<file path="config.mk">
export PLATFORM = sky130hd
export DESIGN_NAME = uart_snapshot_tx
export DESIGN_NICKNAME = d
export VERILOG_FILES = /design/src/rtl/uart_pkg.sv /design/src/rtl/uart_byte_tx.sv /design/src/rtl/uart_snapshot_tx.sv
export SDC_FILE = /design/constraint.sdc
export NUM_CORES = 1
export LEC_CHECK = 0
export ABC_AREA = 1
export BUFFER_PORTS_ARGS = -buffer_cell sky130_fd_sc_hd__buf_2
export CAP_MARGIN = 10
export CORE_MARGIN = 2
export CORE_UTILIZATION = 30
export CTS_CLUSTER_DIAMETER = 50
export DETAILED_ROUTE_END_ITERATION = 8
export SYNTH_ARGS = -nofsm -noshare
export SYNTH_HDL_FRONTEND = slang
export SYNTH_HIERARCHICAL = 1
export SYNTH_SLANG_ARGS = --single-unit
</file>
<file path="constraint.sdc">
create_clock -name CLK100MHZ -period 3.2 [get_ports CLK100MHZ]
set_input_delay 0.16 -clock CLK100MHZ [delete_from_list [all_inputs] [get_ports CLK100MHZ]]
set_output_delay 0.16 -clock CLK100MHZ [all_outputs]
set_load 0.05 [all_outputs]
</file>
<file path="src/rtl/uart_pkg.sv">
// Shared types and constants for the UART snapshot transmitter.
package uart_pkg;

  typedef enum logic [1:0] {
    IDLE  = 2'd0,
    START = 2'd1,
    DATA  = 2'd2,
    STOP  = 2'd3
  } tx_state_t;

  localparam logic [7:0] UART_HDR = 8'hA5;

  // Rounded clock-cycles-per-bit for a given clock and baud rate.
  function automatic int unsigned calc_clks_per_bit(input int unsigned clk_hz,
                                                    input int unsigned baud);
    return (clk_hz + baud / 2) / baud;
  endfunction

endpackage

</file>
<file path="src/rtl/uart_byte_tx.sv">
// 8N1 byte serialiser with baud timing; a new byte can be loaded in IDLE or
// on the last cycle of a stop bit, giving gapless back-to-back bytes.
module uart_byte_tx
  import uart_pkg::*;
#(
  parameter int unsigned CLKS_PER_BIT = 868
) (
  input  logic       clk,
  input  logic       reset,
  input  logic       load,
  input  logic [7:0] tx_byte,
  output logic       ready_c,
  output logic       tx
);

  localparam int unsigned BW = (CLKS_PER_BIT > 1) ? $clog2(CLKS_PER_BIT) : 1;
  localparam logic [BW-1:0] BAUD_TOP = BW'(CLKS_PER_BIT - 1);

  tx_state_t     state, state_next;
  logic [BW-1:0] baud, baud_next;
  logic [2:0]    bit_idx, bit_next;
  logic [7:0]    shreg, shreg_next;
  logic          tx_next;
  logic          bit_end;

  // State, counters, shift register and registered line output.
  always_ff @(posedge clk) begin
    if (reset) begin
      state   <= IDLE;
      baud    <= '0;
      bit_idx <= '0;
      shreg   <= '0;
      tx      <= 1'b1;
    end else begin
      state   <= state_next;
      baud    <= baud_next;
      bit_idx <= bit_next;
      shreg   <= shreg_next;
      tx      <= tx_next;
    end
  end

  // Next-state, baud/bit counting and line level derived from the next state.
  always_comb begin
    state_next = state;
    baud_next  = baud;
    bit_next   = bit_idx;
    shreg_next = shreg;
    ready_c    = 1'b0;
    bit_end    = (baud == '0);

    unique case (state)
      IDLE: begin
        ready_c = 1'b1;
        if (load) begin
          state_next = START;
          baud_next  = BAUD_TOP;
          shreg_next = tx_byte;
        end
      end
      START: begin
        if (bit_end) begin
          state_next = DATA;
          baud_next  = BAUD_TOP;
          bit_next   = '0;
        end else begin
          baud_next = baud - 1'b1;
        end
      end
      DATA: begin
        if (bit_end) begin
          baud_next  = BAUD_TOP;
          shreg_next = {1'b0, shreg[7:1]};
          if (bit_idx == 3'd7) begin
            state_next = STOP;
            bit_next   = '0;
          end else begin
            bit_next = bit_idx + 3'd1;
          end
        end else begin
          baud_next = baud - 1'b1;
        end
      end
      STOP: begin
        if (bit_end) begin
          ready_c = 1'b1;
          if (load) begin
            state_next = START;
            baud_next  = BAUD_TOP;
            shreg_next = tx_byte;
          end else begin
            state_next = IDLE;
            baud_next  = '0;
          end
        end else begin
          baud_next = baud - 1'b1;
        end
      end
      default: state_next = IDLE;
    endcase

    unique case (state_next)
      START:   tx_next = 1'b0;
      DATA:    tx_next = shreg_next[0];
      default: tx_next = 1'b1;
    endcase
  end

endmodule

</file>
<file path="src/rtl/uart_snapshot_tx.sv">
// Sends a header, the snapshot bytes (MSB first) and their XOR checksum as
// one gapless 8N1 burst per accepted request.
module uart_snapshot_tx
  import uart_pkg::*;
#(
  parameter int unsigned CLKS_PER_BIT = calc_clks_per_bit(100_000_000, 115_200),
  parameter int unsigned NBYTES       = 8
) (
  input  logic                  CLK100MHZ,
  input  logic                  reset,
  input  logic                  start,
  input  logic [8*NBYTES-1:0]   snapshot,
  output logic                  tx_pin_out,
  output logic                  busy,
  output logic                  frame_done
);

  localparam int unsigned SW = 8 * NBYTES;
  localparam int unsigned IW = $clog2(NBYTES + 2);
  localparam logic [IW-1:0] CSUM_IDX = IW'(NBYTES);
  localparam logic [IW-1:0] LAST_IDX = IW'(NBYTES + 1);

  logic [SW-1:0] shadow;
  logic [IW-1:0] byte_idx;
  logic [7:0]    checksum;
  logic          ready_c;
  logic          load_c;
  logic [7:0]    tx_byte_c;
  logic [7:0]    payload_c;

  uart_byte_tx #(
    .CLKS_PER_BIT(CLKS_PER_BIT)
  ) u_byte_tx (
    .clk     (CLK100MHZ),
    .reset   (reset),
    .load    (load_c),
    .tx_byte (tx_byte_c),
    .ready_c (ready_c),
    .tx      (tx_pin_out)
  );

  // Chooses the byte handed to the serialiser: header on acceptance, then
  // payload from the top of the shifting shadow, then the checksum.
  always_comb begin
    load_c    = 1'b0;
    tx_byte_c = UART_HDR;
    payload_c = shadow[SW-1 -: 8];
    if (!busy) begin
      load_c = start;
    end else if (ready_c && (byte_idx != LAST_IDX)) begin
      load_c    = 1'b1;
      tx_byte_c = (byte_idx == CSUM_IDX) ? checksum : payload_c;
    end
  end

  // Acceptance, byte sequencing, checksum accumulation and frame status.
  always_ff @(posedge CLK100MHZ) begin
    if (reset) begin
      busy       <= 1'b0;
      frame_done <= 1'b0;
      byte_idx   <= '0;
      checksum   <= '0;
      shadow     <= '0;
    end else begin
      frame_done <= 1'b0;
      if (!busy) begin
        if (start) begin
          busy     <= 1'b1;
          shadow   <= snapshot;
          checksum <= '0;
          byte_idx <= '0;
        end
      end else if (ready_c) begin
        if (byte_idx == LAST_IDX) begin
          busy       <= 1'b0;
          frame_done <= 1'b1;
          byte_idx   <= '0;
        end else begin
          byte_idx <= byte_idx + 1'b1;
          if (byte_idx < CSUM_IDX) begin
            checksum <= checksum ^ payload_c;
            shadow   <= shadow << 8;
          end
        end
      end
    end
  end

endmodule

</file>
======== Word-level counts from Yosys, hierarchy flattened ========
Index checks and enable logic that the tools add are counted.
word-level totals
  register bits after elaboration ......... 102
  bits of input ports ..................... 67
  output and inout port bits .............. 3
  logic and storage cells ................. 93
operators by class
  muxes and demuxes ....................... 47
  equal/unequal tests ..................... 16
  add/sub/neg operators ................... 3
  reduce and logical (&&, ||, !) cells .... 12
  order comparisons ....................... 1
  bitwise gates (word level) .............. 3
operators by type and width
  operator                 count
  $mux W64                 5
  $mux W8                  11
  $mux W10                 4
  $pmux W10 S3             1
  $pmux W8 S3              1
  $mux W4                  4
  $logic_not A10 Y1        1
  $mux W2                  5
  $ne A2 B1 Y1 const B     5
  $sub A10 B1 Y10 const B  1
  $mux W1                  9
  $mux W3                  3
  $eq A4 B4 Y1 const B     2
  $pmux W2 S4              1
  $xor A8 B8 Y8            1
  $eq A2 B2 Y1 const B     3
  $pmux W3 S2              1
  $reduce_and A3 Y1        2
  $add A4 B1 Y4 const B    1
  $eq A2 B1 Y1 const B     2
  $lt A4 B4 Y1 const B     1
  $ne A2 B2 Y1 const B     2
  $ne A4 B4 Y1 const B     1
  $pmux W1 S2              2
  other kinds (11)         13

======== Longest topological paths before layout ========
  depth in word-level cells ............... 11
  mapped depth ............................ 21
  mapped depth without buffers ............ 21

======== Modules after synthesis ========
Netlist, hierarchy kept.
by module, submodules not included
  module            instances  area an instance (um^2)  cells each
  uart_snapshot_tx  1          3,729.8                  583
  uart_byte_tx      1          1,506.4                  215

======== Worst setup path before layout ========
Ideal clock, no wire load.
  kind .................................... reg2reg
  start ................................... register u_byte_tx.state[1]
  end ..................................... register u_byte_tx.baud[2]
  setup time .............................. 0.073 ns
  data required time ...................... 3.127 ns
  data arrival time ....................... 2.463 ns
  slack ................................... 0.665 ns
  buffers on the path ..................... 0
  cell stages (with the launch flop) ...... 16
  cells stage by stage .................... dfxtp_1 -> inv_1 -> ha_1 -> inv_1 -> nand2_1 -> inv_1 -> nor2_1 -> nand2_1 -> inv_2 -> nand2_1 -> nand2_1 -> nor2_1 -> clkinv_1 -> nand2_1 -> nand2_1 -> nor3b_2
on the way
  longest elaborated chain between the ends .. 6
  elaborated cells on any way between the ends .. 11
  those cells by class .................... eq/ne: 4; mux: 4; reduce/logical: 3
RTL lines
  what                                              RTL line                source
  start, declared                                   uart_byte_tx.sv:19      tx_state_t state, state_next;
  start signal, assigned                            uart_byte_tx.sv:35      state <= state_next;
  $eq A2 B2 Y1 or $logic_not A2 Y1 (tied branches)  uart_byte_tx.sv:52      unique case (state)
  $pmux W1 S2 *                                     uart_byte_tx.sv:52
  named net ready_c                                 uart_snapshot_tx.sv:26  logic ready_c;
  $logic_and A1 B1 Y1 *                             uart_snapshot_tx.sv:50  end else if (ready_c && (byte_idx != LAST_IDX)) begin
  $mux W1 *                                         uart_snapshot_tx.sv:50
  $mux W1 *                                         uart_snapshot_tx.sv:48  if (!busy) begin
  named net load_c                                  uart_snapshot_tx.sv:27  logic load_c;
  $ne A2 B2 Y1 (no source line) *                   -
  end signal, assigned                              uart_byte_tx.sv:36      baud <= baud_next;
  end, declared                                     uart_byte_tx.sv:20      logic [BW-1:0] baud, baud_next;
The timed path passes the listed nets; every way through them passes the cells marked *.
A chain may end at the register's enable or synchronous reset.

======== Worst setup path after layout ========
Same ends and word-level chain as after synthesis.

==> flow_summary.ini <==
[detailed_routing]
vias = 4910
drt_first_pass_iters = 5
routed_via_density = 4.55
postRouteAntennaNets = 0
drtIter0Drc = 317
wl_mm = 13.1
wl_per_cell_um = 12.1
drc_errors = 0

[timing]
fin_crit_ps = 2830
min_period_over_period = 0.886
max_slew_margin = 0.550
rsz0062_at_grt = no
tightestPinTransition_ps = 672
hold_viol_final = 0
report.final.slew_viol_count = 0
fin_setup_tns_ps = 0
skew_ps = 15.9
setup_viol = 0
fmax_ghz = 0.353

[synth]
yosysWarnings = 6
ys_seq_area_frac = 0.390
synth_edf_count = 0
async_flop_share = 0
synth_area_leaders = dfxtp_1 (39%), nand2_1 (19%), nor2_1 (11%)
syn-instance-count = 798
ys_seq_elements = 102
synthDistinctLibCells = 44
avgSynthCellArea_sq_um = 6.56
synth_top_area_share = 0.390
synthesis.nets = 872
synthFlopType = dfxtp_1
synth_area_leader_cell = dfxtp_1
syn_area_sq_um = 5240

[worst_setup_path]
path_max_fanout = 10
cp_data_arrival_time_ps = 3110
critPathLaunchType = flip-flop
critPathRequiredTime_ps = 3480
critical_path_class = reg -> reg
cp-end-kind = flip-flop

[clock_network]
clk_latency_ps = 350
clockRootBuffer = clkbuf_16
cts-buffers-inserted = 9
htree_levels = 3
post_cts_buffers = 0
cts_resized = 0
clk_path_buf_depth = 2
clkTransAtPathRegs_ps = 70
cts.sinks = 102
tritoncts = done
ctsHoldBuffers = 0

[grt]
grt_util_met2 = 0.238
use_met1 = 0.198
grt_pass1_vias = 4672
grt.busiest_layer = met2
grt_usage = 0.149
grt_use_met3 = 0.0350
grt-ovfl-total = 0
grt_start_max_net_pins = 65
antenna_found_initial = 1
grt_pass1_wl_mm = 22.2

[die]
ios = 70
initial_core_util = 0.305
dieWidth_um = 136
rows = 48
coreArea_sq_um = 17200
die_area_sq_um = 18500
die_h_um = 136

[layout]
syn_to_final_growth_pct = 14.2
drive_gt1_frac = 0.153
nNetsFinal = 923
antenna_cells = 0
final_area_sq_um = 5980

[status]
outcome = finished clean

[power_and_ir_drop]
vdd_ir_drop_max_v = 0.000290
leakagePower_nw = 2.79
total_power_mw = 4.25
p_per_area_nw_per_um2 = 711

[place]
dp_hpwl_mm = 8.78
io_buffers = 69
gp_congestion = 0.829
placed_area_sq_um = 5710

[job]
maxCapViolCount = 0

[worst_hold_path]
hold_path.class = in -> reg
## worst paths after layout
check                             from              endpoint  slack (ps)  cells after the start
hold reg to reg   u_byte_tx/bit_idx[2]  u_byte_tx/bit_idx[2]         460                      2
setup / recovery    u_byte_tx/state[1]     u_byte_tx/baud[2]         370                     15
setup reg to reg    u_byte_tx/state[1]     u_byte_tx/baud[2]         370                     15
hold / removal             snapshot[5]             shadow[5]          60                      3
## flip-flops by register name (all words and copies together), names as in the netlist
register           cells
u_byte_tx/tx           1
busy                   1
shadow                64
u_byte_tx/baud        10
u_byte_tx/bit_idx      3
checksum               8
frame_done             1
u_byte_tx/state        2
byte_idx               4
u_byte_tx/shreg        8
## routing by layer
layer  vias up  part of all wire
met2       109              0.45
met1      2160              0.49
li1       2621                 -
met5         -            0.0012
met4         2             0.015
met3        18             0.049
## power by group
part | switching, mW | internal (mW) | leakage [nW]
Sequential | 0.173 | 1.51 | 0.841
Combinational | 1.02 | 0.525 | 1.81
Clock | 0.493 | 0.534 | 0.131
Total | 1.68 | 2.57 | 2.79
## layout make-up
| class | instances | area, sq um |
|---|---|---|
| Clock buffer | 12 | 236 |
| Multi-Input combinational cell | 620 | 2830 |
| Sequential cell | 102 | 2040 |
| Clock inverter | 4 | 31.3 |
| Inverter | 40 | 160 |
| Timing Repair Buffer | 76 | 398 |
| Tap cell | 225 | 282 |
| Fill cell | 1949 | 11200 |
## cells in the final DEF, fill, tap and decap left out, drive strengths merged, types with 2 or more instances in the layout
master	instances
nand2	270
or2	2
inv	39
xor2	2
nor3b	2
nand3	31
nor3	10
clkinv	5
ha	7
mux2i	3
clkbuf	12
nor2	166
dfxtp	102
o21ai	76
buf	76
a21oi	43
## logic make-up after synthesis
kind of cell | synth area share
DFF | 0.390
buffers and inverters | 0.0703
and+or+nand+nor | 0.384
muxes | 0.00573
xor gates and xnor gates | 0.00502
AOI/OAI and AO/OA | 0.128
adders and majority gates | 0.0167
## cells in the mapped netlist (2+ instances only)
library cell  instances
a21oi_1              40
a21oi_2               3
buf_2                10
buf_4                 7
buf_6                 2
clkbuf_1             10
clkbuf_2              6
dfxtp_1             102
ha_1                  7
inv_1                28
inv_2                 8
inv_4                 2
mux2i_1               3
nand2_1             266
nand2_4               3
nand3_1              26
nand3_2               3
nand3_4               2
nor2_1              158
nor2_2                4
nor2_4                3
nor3_1                9
nor3b_2               2
o21ai_0              69
o21ai_1               3
o21ai_2               3
xor2_1                2
## metrics by stage
stage,hold slack (ps),util,worst slack [ps],cells
CTS,63.8,0.348,332,1079
detailed placement,431,0.332,358,1063
global route,62.1,0.348,57.8,1079
global placement,424,0.332,421,1063
floorplan,229,-,665,798
finish,63.6,0.348,366,1079
## worst max-delay path, cell delays in order, from the launching register on
cell and delay, ps:
dfxtp_1 510, inv_1 130, ha_1 190, inv_1 150, nand2_1 90, inv_1 210, nor2_2 90, nand2_1 120
inv_2 80, nand2_1 170, nand2_1 100, nor2_1 190, clkinv_1 290, nand2_1 150, nand2_1 110, nor3b_2 170
Power figures use the tool's default switching activity.
